`src/rtl/param_onehot_decoder_pkg.sv`:
```
`default_nettype none
// ============================================================================
// Module  : param_onehot_decoder_pkg
// Brief   : Shared types and polarity helpers for the one-hot decoder pipe.
// Revision: 1.0 - initial release
// ============================================================================
package param_onehot_decoder_pkg;

    // Control state of the decoder pipe.
    typedef enum logic [1:0] {
        IDLE = 2'd0,   // no beat held on the outputs
        HOLD = 2'd1,   // one beat held, waiting for the consumer
        SCAN = 2'd2    // walking indices, more beats still to come
    } state_t;

    // Fill level of an inactive output bit; replicated to form the idle word.
    function automatic logic inactive_word(input logic active_low);
        return active_low;
    endfunction

    // Maps an active-high decoded bit onto the configured output polarity.
    function automatic logic polarity(input logic bit_hot, input logic active_low);
        return bit_hot ^ active_low;
    endfunction

endpackage : param_onehot_decoder_pkg
`default_nettype wire

```
`src/rtl/onehot_dec_core.sv`:
```
`default_nettype none
// ============================================================================
// Module  : onehot_dec_core
// Brief   : Combinational index -> active-high one-hot decode with range flag.
// Revision: 1.0 - initial release
// ============================================================================
module onehot_dec_core
    import param_onehot_decoder_pkg::*;
#(
    parameter int SEL_W   = 4,
    parameter int NUM_OUT = 10
) (
    input  logic [SEL_W-1:0]   i_idx,
    output logic [NUM_OUT-1:0] o_onehot,
    output logic               o_range_err
);

    // Both sides widened to 32 bits so NUM_OUT == 2**SEL_W never truncates;
    // in that case the flag is a constant zero.
    assign o_range_err = (32'(i_idx) >= 32'(NUM_OUT));

    // An out-of-range index matches no bit, leaving the word all-zero.
    generate
        for (genvar g = 0; g < NUM_OUT; g++) begin : g_bit
            assign o_onehot[g] = (32'(i_idx) == 32'(g));
        end
    endgenerate

endmodule : onehot_dec_core
`default_nettype wire

```
`src/rtl/param_onehot_decoder_pipe.sv`:
```
`default_nettype none
// ============================================================================
// Module  : param_onehot_decoder_pipe
// Brief   : Registered valid/ready one-hot decoder with SCAN walk mode,
//           out-of-range detection and a sticky error flag.
// Revision: 1.0 - initial release
// ============================================================================
module param_onehot_decoder_pipe
    import param_onehot_decoder_pkg::*;
#(
    parameter int SEL_W      = 4,
    parameter int NUM_OUT    = 10,
    parameter int ACTIVE_LOW = 1
) (
    input  logic               clk,
    input  logic               rst,
    input  logic               in_valid,
    output logic               in_ready,
    input  logic [SEL_W-1:0]   in_sel,
    input  logic               in_mode,
    output logic               out_valid,
    input  logic               out_ready,
    output logic [NUM_OUT-1:0] dec_out,
    output logic               out_last,
    output logic               out_range_err,
    output logic               err_sticky,
    input  logic               err_clr
);

    localparam logic               c_AL        = (ACTIVE_LOW != 0);
    localparam logic [NUM_OUT-1:0] c_INACTIVE  = {NUM_OUT{inactive_word(c_AL)}};
    localparam logic [NUM_OUT-1:0] c_FIRST_HOT = NUM_OUT'(1);
    localparam logic [SEL_W-1:0]   c_IDX_MAX   = SEL_W'(NUM_OUT - 1);
    localparam logic [SEL_W-1:0]   c_IDX_ZERO  = '0;
    localparam logic [SEL_W-1:0]   c_IDX_ONE   = SEL_W'(1);

    state_t               r_state, w_state_nxt;
    logic [SEL_W-1:0]     r_cnt, w_cnt_nxt;
    logic [SEL_W-1:0]     r_end, w_end_nxt;
    logic                 r_scan_err, w_scan_err_nxt;
    logic                 r_out_valid, w_valid_nxt;
    logic [NUM_OUT-1:0]   r_dec, w_dec_nxt;
    logic                 r_last, w_last_nxt;
    logic                 r_rerr, w_rerr_nxt;
    logic                 r_sticky;
    logic                 w_load;

    logic                 w_in_ready;
    logic                 w_accept;
    logic                 w_take;
    logic [SEL_W-1:0]     w_cnt_inc;
    logic                 w_scan_last;
    logic [SEL_W-1:0]     w_core_idx;
    logic [NUM_OUT-1:0]   w_core_hot;
    logic                 w_core_rerr;
    logic [NUM_OUT-1:0]   w_core_word;
    logic [NUM_OUT-1:0]   w_first_word;
    logic [SEL_W-1:0]     w_sel_end;

    assign w_in_ready  = (r_state != SCAN) && (!r_out_valid || out_ready);
    assign w_accept    = in_valid && w_in_ready;
    assign w_take      = r_out_valid && out_ready;
    assign w_cnt_inc   = r_cnt + c_IDX_ONE;
    assign w_scan_last = (w_cnt_inc == r_end);

    // No command is accepted while scanning, so the single decoder is shared:
    // it sees the next scan index in SCAN and the incoming index otherwise.
    assign w_core_idx  = (r_state == SCAN) ? w_cnt_inc : in_sel;

    // Last index of a scan, clamped to the top output.
    assign w_sel_end   = w_core_rerr ? c_IDX_MAX : in_sel;

    onehot_dec_core #(
        .SEL_W   (SEL_W),
        .NUM_OUT (NUM_OUT)
    ) u_core (
        .i_idx       (w_core_idx),
        .o_onehot    (w_core_hot),
        .o_range_err (w_core_rerr)
    );

    // Apply output polarity to the decoded word and to the scan's first beat.
    always_comb begin
        w_core_word  = '0;
        w_first_word = '0;
        for (int i = 0; i < NUM_OUT; i++) begin
            w_core_word[i]  = polarity(w_core_hot[i], c_AL);
            w_first_word[i] = polarity(c_FIRST_HOT[i], c_AL);
        end
    end

    // Next-state and next-output-register logic; every value holds by default
    // so a stalled beat never toggles.
    always_comb begin
        w_state_nxt    = r_state;
        w_load         = 1'b0;
        w_valid_nxt    = r_out_valid;
        w_dec_nxt      = r_dec;
        w_last_nxt     = r_last;
        w_rerr_nxt     = r_rerr;
        w_cnt_nxt      = r_cnt;
        w_end_nxt      = r_end;
        w_scan_err_nxt = r_scan_err;
        case (r_state)
            SCAN: begin
                if (w_take) begin
                    w_load      = 1'b1;
                    w_cnt_nxt   = w_cnt_inc;
                    w_dec_nxt   = w_core_word;
                    w_last_nxt  = w_scan_last;
                    w_rerr_nxt  = w_scan_last && r_scan_err;
                    if (w_scan_last) begin
                        w_state_nxt = HOLD;
                    end
                end
            end
            default: begin
                // IDLE / HOLD: retire the held beat, then possibly load a new one.
                if (w_take) begin
                    w_valid_nxt = 1'b0;
                    w_state_nxt = IDLE;
                end
                if (w_accept) begin
                    w_load      = 1'b1;
                    w_valid_nxt = 1'b1;
                    if (!in_mode) begin
                        w_dec_nxt   = w_core_word;
                        w_last_nxt  = 1'b1;
                        w_rerr_nxt  = w_core_rerr;
                        w_state_nxt = HOLD;
                    end else begin
                        w_cnt_nxt      = c_IDX_ZERO;
                        w_end_nxt      = w_sel_end;
                        w_scan_err_nxt = w_core_rerr;
                        w_dec_nxt      = w_first_word;
                        w_last_nxt     = (w_sel_end == c_IDX_ZERO);
                        w_rerr_nxt     = w_core_rerr && (w_sel_end == c_IDX_ZERO);
                        w_state_nxt    = (w_sel_end == c_IDX_ZERO) ? HOLD : SCAN;
                    end
                end
            end
        endcase
    end

    // FSM state register.
    always_ff @(posedge clk) begin
        if (rst) begin
            r_state <= IDLE;
        end else begin
            r_state <= w_state_nxt;
        end
    end

    // Output, scan-counter and end-index registers.
    always_ff @(posedge clk) begin
        if (rst) begin
            r_out_valid <= 1'b0;
            r_dec       <= c_INACTIVE;
            r_last      <= 1'b0;
            r_rerr      <= 1'b0;
            r_cnt       <= c_IDX_ZERO;
            r_end       <= c_IDX_ZERO;
            r_scan_err  <= 1'b0;
        end else begin
            r_out_valid <= w_valid_nxt;
            r_dec       <= w_dec_nxt;
            r_last      <= w_last_nxt;
            r_rerr      <= w_rerr_nxt;
            r_cnt       <= w_cnt_nxt;
            r_end       <= w_end_nxt;
            r_scan_err  <= w_scan_err_nxt;
        end
    end

    // Sticky error: a range-error beat being loaded beats a same-cycle clear.
    always_ff @(posedge clk) begin
        if (rst) begin
            r_sticky <= 1'b0;
        end else begin
            r_sticky <= (w_load && w_rerr_nxt) || (r_sticky && !err_clr);
        end
    end

    assign in_ready      = w_in_ready;
    assign out_valid     = r_out_valid;
    assign dec_out       = r_dec;
    assign out_last      = r_last;
    assign out_range_err = r_rerr;
    assign err_sticky    = r_sticky;

endmodule : param_onehot_decoder_pipe
`default_nettype wire

```
`config.mk`:
```
export PLATFORM = sky130hd
export DESIGN_NAME = param_onehot_decoder_pipe
export DESIGN_NICKNAME = d
export VERILOG_FILES = /design/src/rtl/param_onehot_decoder_pkg.sv /design/src/rtl/onehot_dec_core.sv /design/src/rtl/param_onehot_decoder_pipe.sv
export SDC_FILE = /design/constraint.sdc
export NUM_CORES = 1
export LEC_CHECK = 0
export ABC_AREA = 1
export CORE_ASPECT_RATIO = 1.2
export CORE_MARGIN = 4
export CORE_UTILIZATION = 35
export CTS_BUF_LIST = sky130_fd_sc_hd__clkbuf_4
export DETAILED_ROUTE_END_ITERATION = 6
export GPL_TIMING_DRIVEN = 0
export PLACE_DENSITY_LB_ADDON = 0.08
export SYNTH_ARGS = -nofsm -noshare
export SYNTH_HDL_FRONTEND = slang
export SYNTH_HIERARCHICAL = 1
export SYNTH_SLANG_ARGS = --single-unit
```
`constraint.sdc`:
```
create_clock -name clk -period 3.7 [get_ports clk]
set_clock_uncertainty 0.05 [all_clocks]
set_input_delay 0.925 -clock clk [delete_from_list [all_inputs] [get_ports clk]]
set_output_delay 0.925 -clock clk [all_outputs]
set_load 0.03 [all_outputs]
```
==> impl_metrics.json <==
{
  "dr_total_vias": 1280,
  "yosysUniqueCellTypes": 32,
  "num-nets-final": 246,
  "synth_edf_count": 0,
  "cts-buffers-inserted": 3,
  "pre_cts_slack_ns": 0.424,
  "setup_repair_after_global_routing_missed_its_margin": "false",
  "timing.setup.tns_ns": 0,
  "antenna_found_initial": 0,
  "yosys_warn_count": 6,
  "first_iter_violations": 35,
  "wire_per_inst_um": 10.3,
  "synth_top_area_cell": "dfxtp_1",
  "number_of_buffers_inserted_for_hold_repair_after_clock_tree_synthesis": 0,
  "post_synth_main_area_contributors": "dfxtp_1, nand2_1, nand3_1",
  "dr.pass1.iters": 4,
  "synth_top_area_share": 0.352,
  "sum_of_internal_switching_and_leakage_power_mw": 0.633,
  "placed_cells_incl_taps": 284,
  "gp_congestion": 0.830,
  "netlist_instances": 207,
  "drive_above_1_share": 0.179,
  "grt_first_pass_wirelength_mm": 5.32,
  "dieHeight_um": 77.8,
  "vdd_drop_max_uv": 108,
  "synth_simple_gate_area_frac": 0.421,
  "fp.coreArea_sq_um": 3940,
  "fp.dieArea_sq_um": 5150,
  "powerDensity_nw_per_um2": 362,
  "postLayoutCoreUtil": 0.444,
  "cts_sinks": 25,
  "min_period_over_period": 0.883,
  "async_reset_ff_frac": 0,
  "synth_adder_area_share": 0.00880,
  "flow.area_growth_from_synthesis_pct": 23.1,
  "detailedPlacementHpwl_mm": 2.41,
  "die_w_um": 66.2,
  "groute.usage.overall": 0.127,
  "cp.required_ns": 2.72,
  "antenna_cells_inserted": 0,
  "fraction_of_synthesized_cell_area_in_xor_and_xnor_cells": 0.00616,
  "drcViolationCount": 0,
  "timing_worst_slew_pin_value_ns": 0.488,
  "postLayoutSetupSlackWorst_ns": 0.434,
  "critical_path_class": "primary input to primary output",
  "routed_via_density": 4.44,
  "setup-violations-final": 0,
  "compound_gate_portion_of_the_synthesized_area": 0.113,
  "post_cts.repair.setup_buffers": 0,
  "synth_top_cells_by_count": "nand2_1, dfxtp_1, nor2_1",
  "synth.mux.area_fraction": 0,
  "path_max_fanout": 3,
  "final_routed_wirelength_across_all_metal_layers_mm": 2.96,
  "worstPathArrival_ns": 2.29,
  "critPathCaptureType": "primary output",
  "cts_resized": 0,
  "cts-htree-levels": 1,
  "fmaxAchievable_mhz": 306,
  "port_buffers": 23,
  "drt.antenna.violating_nets": 0,
  "tritoncts": "yes",
  "grt_remaining_overflow": 0,
  "cts.path.max_buffers": 2,
  "hp-class": "flop to flop",
  "outcome": "finished clean",
  "first_global_vias": 1231,
  "yosys_register_bits": 25,
  "clock_latency_at_the_later_pin_of_the_worst_skew_pair_ns": 0.32,
  "relSlewSlack": 0.672,
  "io_pins": 25,
  "finalHoldViolations": 0,
  "finalNonFillerCells": 288,
  "postSynthNetCount": 218,
  "syn_area_cell_sq_um": 6.87,
  "worst_setup_hold_path_clk_slew_ns": 0.14,
  "max_cap_violations": 0,
  "min_period_ns": 3.27,
  "syn-cell-area_sq_um": 1420,
  "rows": 25,
  "slew_viol_final": 0,
  "synth_sequential_area_ratio": 0.352,
  "cts-root-buf": "clkbuf_4",
  "initial_utilization": 0.361,
  "synth_top_family_by_area": "simple AND/OR/NAND/NOR gates",
  "cellLeakagePower_nw": 0.785,
  "synth_top_flop_cell": "dfxtp_1",
  "synth_most_common_cell": "nand2_1",
  "pin_count_of_the_biggest_net_entering_global_routing": 14,
  "cp_startpoint_kind": "primary input"
}
[cell families (layout without fill, tap and decap cells)]
logic type	Yosys count	in the layout
simple gates	124	124
buf+inv	33	60
flops	25	25
compound gates	23	23
fa+ha+maj	1	1
xor+xnor	1	1
[critical path: stages]
cell             delay (ns)
clkdlybuf4s50_1        0.46
o21ai_4                0.26
inv_2                  0.05
clkdlybuf4s50_1        0.59
[area by class of cell]
class | instances | area (sq um)
Fill cell | 450 | 2190
Multi-Input combinational cell | 149 | 779
Sequential cell | 25 | 500
Timing Repair Buffer | 23 | 230
Inverter | 29 | 114
Tap cell | 54 | 67.6
Clock buffer | 4 | 30.0
Buffer | 4 | 27.5
[stage by stage]
stage                     hold WS [ns]  cell area, sq um
after global placement           0.388              1720
after floorplan                  0.420              1420
after detailed placement         0.392              1720
final                            0.420              1750
after CTS                        0.427              1750
after global routing             0.446              1750
[sequential cells by signal, summed over array words and instances (netlist names)]
register and cells:
r_end 4, r_state 2, out_last 1, dec_out 10
out_valid 1, out_range_err 1, err_sticky 1, r_cnt 4
r_scan_err 1
[report_power, final]
part / leakage [nW] / internal (mW) / switching (mW)
Sequential: 0.206 / 0.290 / 0.0141
Combinational: 0.561 / 0.0751 / 0.119
Clock: 0.0184 / 0.0495 / 0.0847
[layout by cell type (no fill, tap or decap), types with 2 or more instances in the layout]
cell type / netlist / routed
o21ai_1: 4 / 4
a211oi_2: 2 / 2
nor2_2: 3 / 3
inv_2: 10 / 10
inv_1: 17 / 17
clkdlybuf4s50_1: 0 / 23
a22oi_1: 2 / 2
nand2_1: 65 / 65
nand2_4: 2 / 2
dfxtp_1: 25 / 25
o21ai_0: 2 / 2
clkbuf_4: 0 / 4
nand4_1: 3 / 3
inv_4: 2 / 2
nor2_1: 19 / 19
nand3_1: 18 / 18
nand2_2: 7 / 7
a21oi_1: 9 / 9
nand3_2: 2 / 2
[path summary, 6_finish.rpt]
path,from,endpoint,slack (ns),depth (start not counted)
max,out_ready,in_ready,0.43,4
min,dec_out[5],dec_out[5],0.42,2
max reg2reg,r_cnt[0],out_last,1.26,15
min reg2reg,dec_out[5],dec_out[5],0.42,2
[layer usage]
metal | GRT usage | vias to the layer above | wire length [um] | part of all wire
met3 | 0.0203 | 4 | 107 | 0.036
li1 | - | 704 | - | -
met2 | 0.223 | 19 | 1430 | 0.48
met1 | 0.159 | 553 | 1400 | 0.47
met5 | 0 | - | 0 | 0
met4 | 0.0305 | 0 | 30 | 0.010
Note: power is estimated with default switching activity, not from simulation.
==> patch 1 (config.mk and constraints unchanged) <==
Re-encode `state_t` (3 states) as one-hot, 3 bits wide.
--- a/src/rtl/param_onehot_decoder_pkg.sv
+++ b/src/rtl/param_onehot_decoder_pkg.sv
@@ -8,8 +8,8 @@
 
     // Control state of the decoder pipe.
-    typedef enum logic [1:0] {
-        IDLE = 2'd0,   // no beat held on the outputs
-        HOLD = 2'd1,   // one beat held, waiting for the consumer
-        SCAN = 2'd2    // walking indices, more beats still to come
+    typedef enum logic [2:0] {
+        IDLE = 3'b001,   // no beat held on the outputs
+        HOLD = 3'b010,   // one beat held, waiting for the consumer
+        SCAN = 3'b100    // walking indices, more beats still to come
     } state_t;
 
Function: no difference found for any inputs over 10 cycles, from zero or initial values and one cycle with rst high; not proved beyond that.
==> patch 1 against the unedited design <==
  * Cell area is 0.93% higher
  * Area after synthesis is 0.97% higher
  * Power is 6.1% lower
  * Global-route usage is 0.54 points higher
  * Worst setup slack worse by 0.094 ns
  * Critical endpoint unchanged
  * Largest cell class unchanged
  * Critical path depth is 2 higher
  * Sequential cell count is 1 higher
  * Die area is 0.86% higher
  * Sequential share of layout area is 0.87 points higher
  * Hold slack better by 0.013 ns
  * Count of clock-buffer cells in the layout is 1 lower
  * Routed wire length is 3.8% higher
==> patch 1: results (changes against the unedited design) <==
[route]
wirelength_um=3070  ; +3.8%
detailedRoute.firstIterationViolations=40  ; +14%
num_vias=1332  ; +4.1%

[grt]
grt_pass1_wl_um=5530  ; +4.0%
antenna_found_initial=0  ; unchanged
track_usage_pct=13.3  ; +0.54 points

[logic_synthesis]
synth_common_cells=69 x nand2_1, 26 x dfxtp_1, 21 x nand3_1
syn-num-nets=226  ; +3.7%
ys_seq_area_share_pct=36.3  ; +1.1 points
ys_top_cells_by_area=dfxtp_1 36%, nand2_1 18%, nand3_1 7.3%
ys_types=29  ; -9.4%

[clock_tree]
ctsHtreeMaxLevel=1  ; unchanged
clk_pin_slew_ns=0.13

[worst_hold_path]
min_from=dec_out[3]$_SDFFE_PP1P_
hold_end=dec_out[3]$_SDFFE_PP1P_

[power]
ir_worst_vdd_mv=0.0974  ; -9.5%
p_leak_nw=0.810  ; +3.2%
p_sw_share_pct=32.1  ; -2.4 points

[worst_setup_path]
rrSetupSlack_ns=1.33  ; +0.07 ns
max_stage_delay_ns=0.67  ; +0.08 ns
crit_fanout=2  ; -1

[sta]
hold_slack_ns=0.432  ; +0.0126 ns
slew_headroom_pct=65.3  ; -1.8 points

[placement]
dp_cells=293  ; +3.2%
gp_congestion=0.824  ; -0.83%
dp_hpwl_um=2500  ; +3.5%
place_ws_ns=0.333  ; -0.0912 ns
place_area_mm2=0.00174  ; +1.4%

[run_status]
status=completed

[finish]
drive_above_1_share_pct=14.0  ; -3.9 points
final_nets=255  ; +3.7%
fillCellCount=454  ; +0.89%

[floorplan]
die_w_um=66.5  ; +0.42%

patch 1: cell types whose count changed after synthesis, sizes merged, moves of 2 or more:
cell	change
a211oi	-2
a21oi	+4
a22oi	-2
nand2	+5
nand3	+2
nor2	-2
o21ai	+2
patch 1: worst max path at each step:
stage	startpoint	end	slack, ns	depth (start not counted)
4_1_cts	out_ready	in_ready	0.33	6
3_3_place_gp	out_ready	in_ready	0.33	6
2_1_floorplan	in_sel[1]	out_last$_SDFFE_PP0P_	1.37	13
6_report	out_ready	in_ready	0.34	6
5_1_grt	out_ready	in_ready	0.26	6
3_5_place_dp	out_ready	in_ready	0.33	6
patch 1: kinds of logic after synthesis:
group                      share of synthesized area (%)
and+or+nand+nor                                     41.4
AOI/OAI and AO/OA                                   10.1
DFF                                                 36.3
buffers and inverters                               10.7
adders and majority gates                          0.872
xor gates and xnor gates                           0.610
patch 1: layer usage:
layer,wire length (µm),vias to the layer above,track usage (%),share of wire (%)
met5,0,-,0,0
met4,25,0,3.66,0.81
met3,88,2,1.72,2.9
met2,1520,18,22.2,49
met1,1440,580,17.5,47
li1,-,732,-,-
patch 1: power by group through the flow:
stage | clock network [mW] | logic, mW | registers, mW
3_5_place_dp | 0 | 0.167 | 0.319
4_1_cts | 0.130 | 0.167 | 0.313
3_3_place_gp | 0 | 0.167 | 0.319
6_report | 0.117 | 0.164 | 0.313
5_1_grt | 0.139 | 0.184 | 0.316
2_1_floorplan | 0 | 0.0919 | 0.339
patch 1: area by class of cell:
class	count	area [µm²]	area share (%)
buffer	5	38.8	2.20
tap	54	67.6	3.83
timing repair buffer	24	240	13.6
inverter	28	115	6.52
multi-input combinational	156	761	43.1
clock buffer	3	22.5	1.28
sequential	26	520	29.5
==> patch 2 (same settings) <==
Without the edit above. `NUM_OUT` is set to 10 in 2 places; all go to 9.
--- a/src/rtl/onehot_dec_core.sv
+++ b/src/rtl/onehot_dec_core.sv
@@ -9,5 +9,5 @@
 #(
     parameter int SEL_W   = 4,
-    parameter int NUM_OUT = 10
+    parameter int NUM_OUT = 9
 ) (
     input  logic [SEL_W-1:0]   i_idx,
--- a/src/rtl/param_onehot_decoder_pipe.sv
+++ b/src/rtl/param_onehot_decoder_pipe.sv
@@ -10,5 +10,5 @@
 #(
     parameter int SEL_W      = 4,
-    parameter int NUM_OUT    = 10,
+    parameter int NUM_OUT    = 9,
     parameter int ACTIVE_LOW = 1
 ) (
Interface: changed (resized dec_out); port bits go from 25 to 24. No check against the original RTL was run, so the function may have changed too.
==> patch 2 against the unedited design <==
  * Worst setup slack got worse by 0.015 ns
  * Cell area decreased by 5.4%
  * Sequential cell count decreased by 1
  * Fmax decreased by 0.46%
  * Routed wire length decreased by 3.8%
  * Via count decreased by 1.8%
  * Power decreased by 6.1%
  * Area after synthesis decreased by 5.2%
  * Largest cell class unchanged
  * Largest power group unchanged
==> patch 2: results (changes against the unedited design) <==
[placement]
gp_congestion=0.781  ; -6.0%
place.port_buffers=22  ; -4.3%
dp_hpwl_um=2340  ; -3.0%
place_area_mm2=0.00163  ; -5.0%

[logic_synthesis]
ys_seq_area_share_pct=35.7  ; +0.44 points
syn-num-nets=216  ; -0.92%
synth_common_cells=67 x nand2_1, 24 x dfxtp_1, 21 x inv_1, 21 x nor2_1, 18 x nand3_1
ys_types=27  ; -16%
ys_top_cells_by_area=dfxtp_1 36%, nand2_1 19%, nand3_1 6.7%
async_flop_share_pct=0  ; unchanged
synth_warnings=6  ; unchanged

[grt]
grt_max_degree=13  ; -1
grt_use_met2_pct=23.9  ; +1.5 points
grt_pass1_wl_um=5270  ; -0.90%
gr-usage-met3_pct=1.33  ; -0.70 points
grt_overflow=0  ; unchanged
track_usage_pct=13.0  ; +0.32 points
grt_pass1_vias=1244  ; +1.1%
globalRouteMet1Util_pct=15.2  ; -0.69 points

[clock_tree]
cts_buffers=3  ; unchanged
ctsResizeCount=0  ; unchanged
clk_path_buf_depth=2  ; unchanged
ctsHtreeMaxLevel=1  ; unchanged
insertion_delay_ns=0.31
cts_setup_buffers=0  ; unchanged

[worst_setup_path]
slowest_stage=clkdlybuf4s50_1
max_stage_delay_ns=0.59  ; about the same
rrSetupSlack_ns=1.38  ; +0.12 ns
crit_fanout=3  ; unchanged
r2r_start=r_cnt[0]$_SDFFE_PP0P_
crit_arrival_ns=2.31  ; +0.02 ns

[worst_hold_path]
min_from=dec_out[3]$_SDFFE_PP1P_
hold_end=dec_out[3]$_SDFFE_PP1P_

[power]
p_leak_nw=0.763  ; -2.8%
ir_worst_vdd_mv=0.138  ; +29%

[finish]
largest_register_ffs=9  ; -1
drive_above_1_share_pct=11.3  ; -6.6 points
final_nets=243  ; -1.2%

[route]
detailedRoute.firstIterationViolations=25  ; -29%
wirelength_um=2850  ; -3.8%
drt_pass1_iterations=4  ; unchanged
num_vias=1257  ; -1.8%

[sta]
slew_headroom_pct=73.5  ; +6.3 points

[run_status]
status=completed

patch 2: how the worst max path moves through the flow:
stage | endpoint | slack [ns] | from
detailed placement | in_ready | 0.40 | out_ready
global route | in_ready | 0.35 | out_ready
floorplan | in_ready | 1.40 | out_ready
CTS | in_ready | 0.40 | out_ready
finish | in_ready | 0.42 | out_ready
global placement | in_ready | 0.41 | out_ready
patch 2: worst min-delay path, stage by stage, from the launching register on:
cell and delay (ns):
dfxtp_1 0.35, nand2_1 0.05, nand3_1 0.05
patch 2: metrics by stage:
stage          setup slack, ns  hold WS, ns  instances
3_3_place_gp             0.409        0.387        279
6_report                 0.419        0.418        282
3_5_place_dp             0.402        0.392        279
5_1_grt                  0.354        0.447        282
4_1_cts                  0.401        0.425        282
2_1_floorplan             1.40        0.407        205
patch 2: final cells by class:
type / count / area [µm²]
sequential: 24 / 480
clock buffer: 3 / 22.5
multi-input combinational: 149 / 727
buffer: 4 / 35.0
tap: 52 / 65.1
timing repair buffer: 22 / 220
inverter: 28 / 105
fill: 421 / 2010
patch 2: power by group:
part           switching, mW  leakage (nW)  internal [mW]
Sequential            0.0134         0.198          0.280
Combinational          0.113         0.551         0.0727
Clock                 0.0771        0.0138         0.0380
patch 2: cell families after synthesis:
group	count (synthesis)	synth area share, %
compound gates	25	11.6
simple gates	122	40.8
flops	24	35.7
fa+ha+maj	1	0.928
xor+xnor	1	0.650
buf+inv	32	10.4
patch 2: layer usage:
metal,vias to the layer above,wire (µm)
met5,-,0
met4,0,24
met3,2,81
met2,19,1410
met1,539,1330
li1,697,-
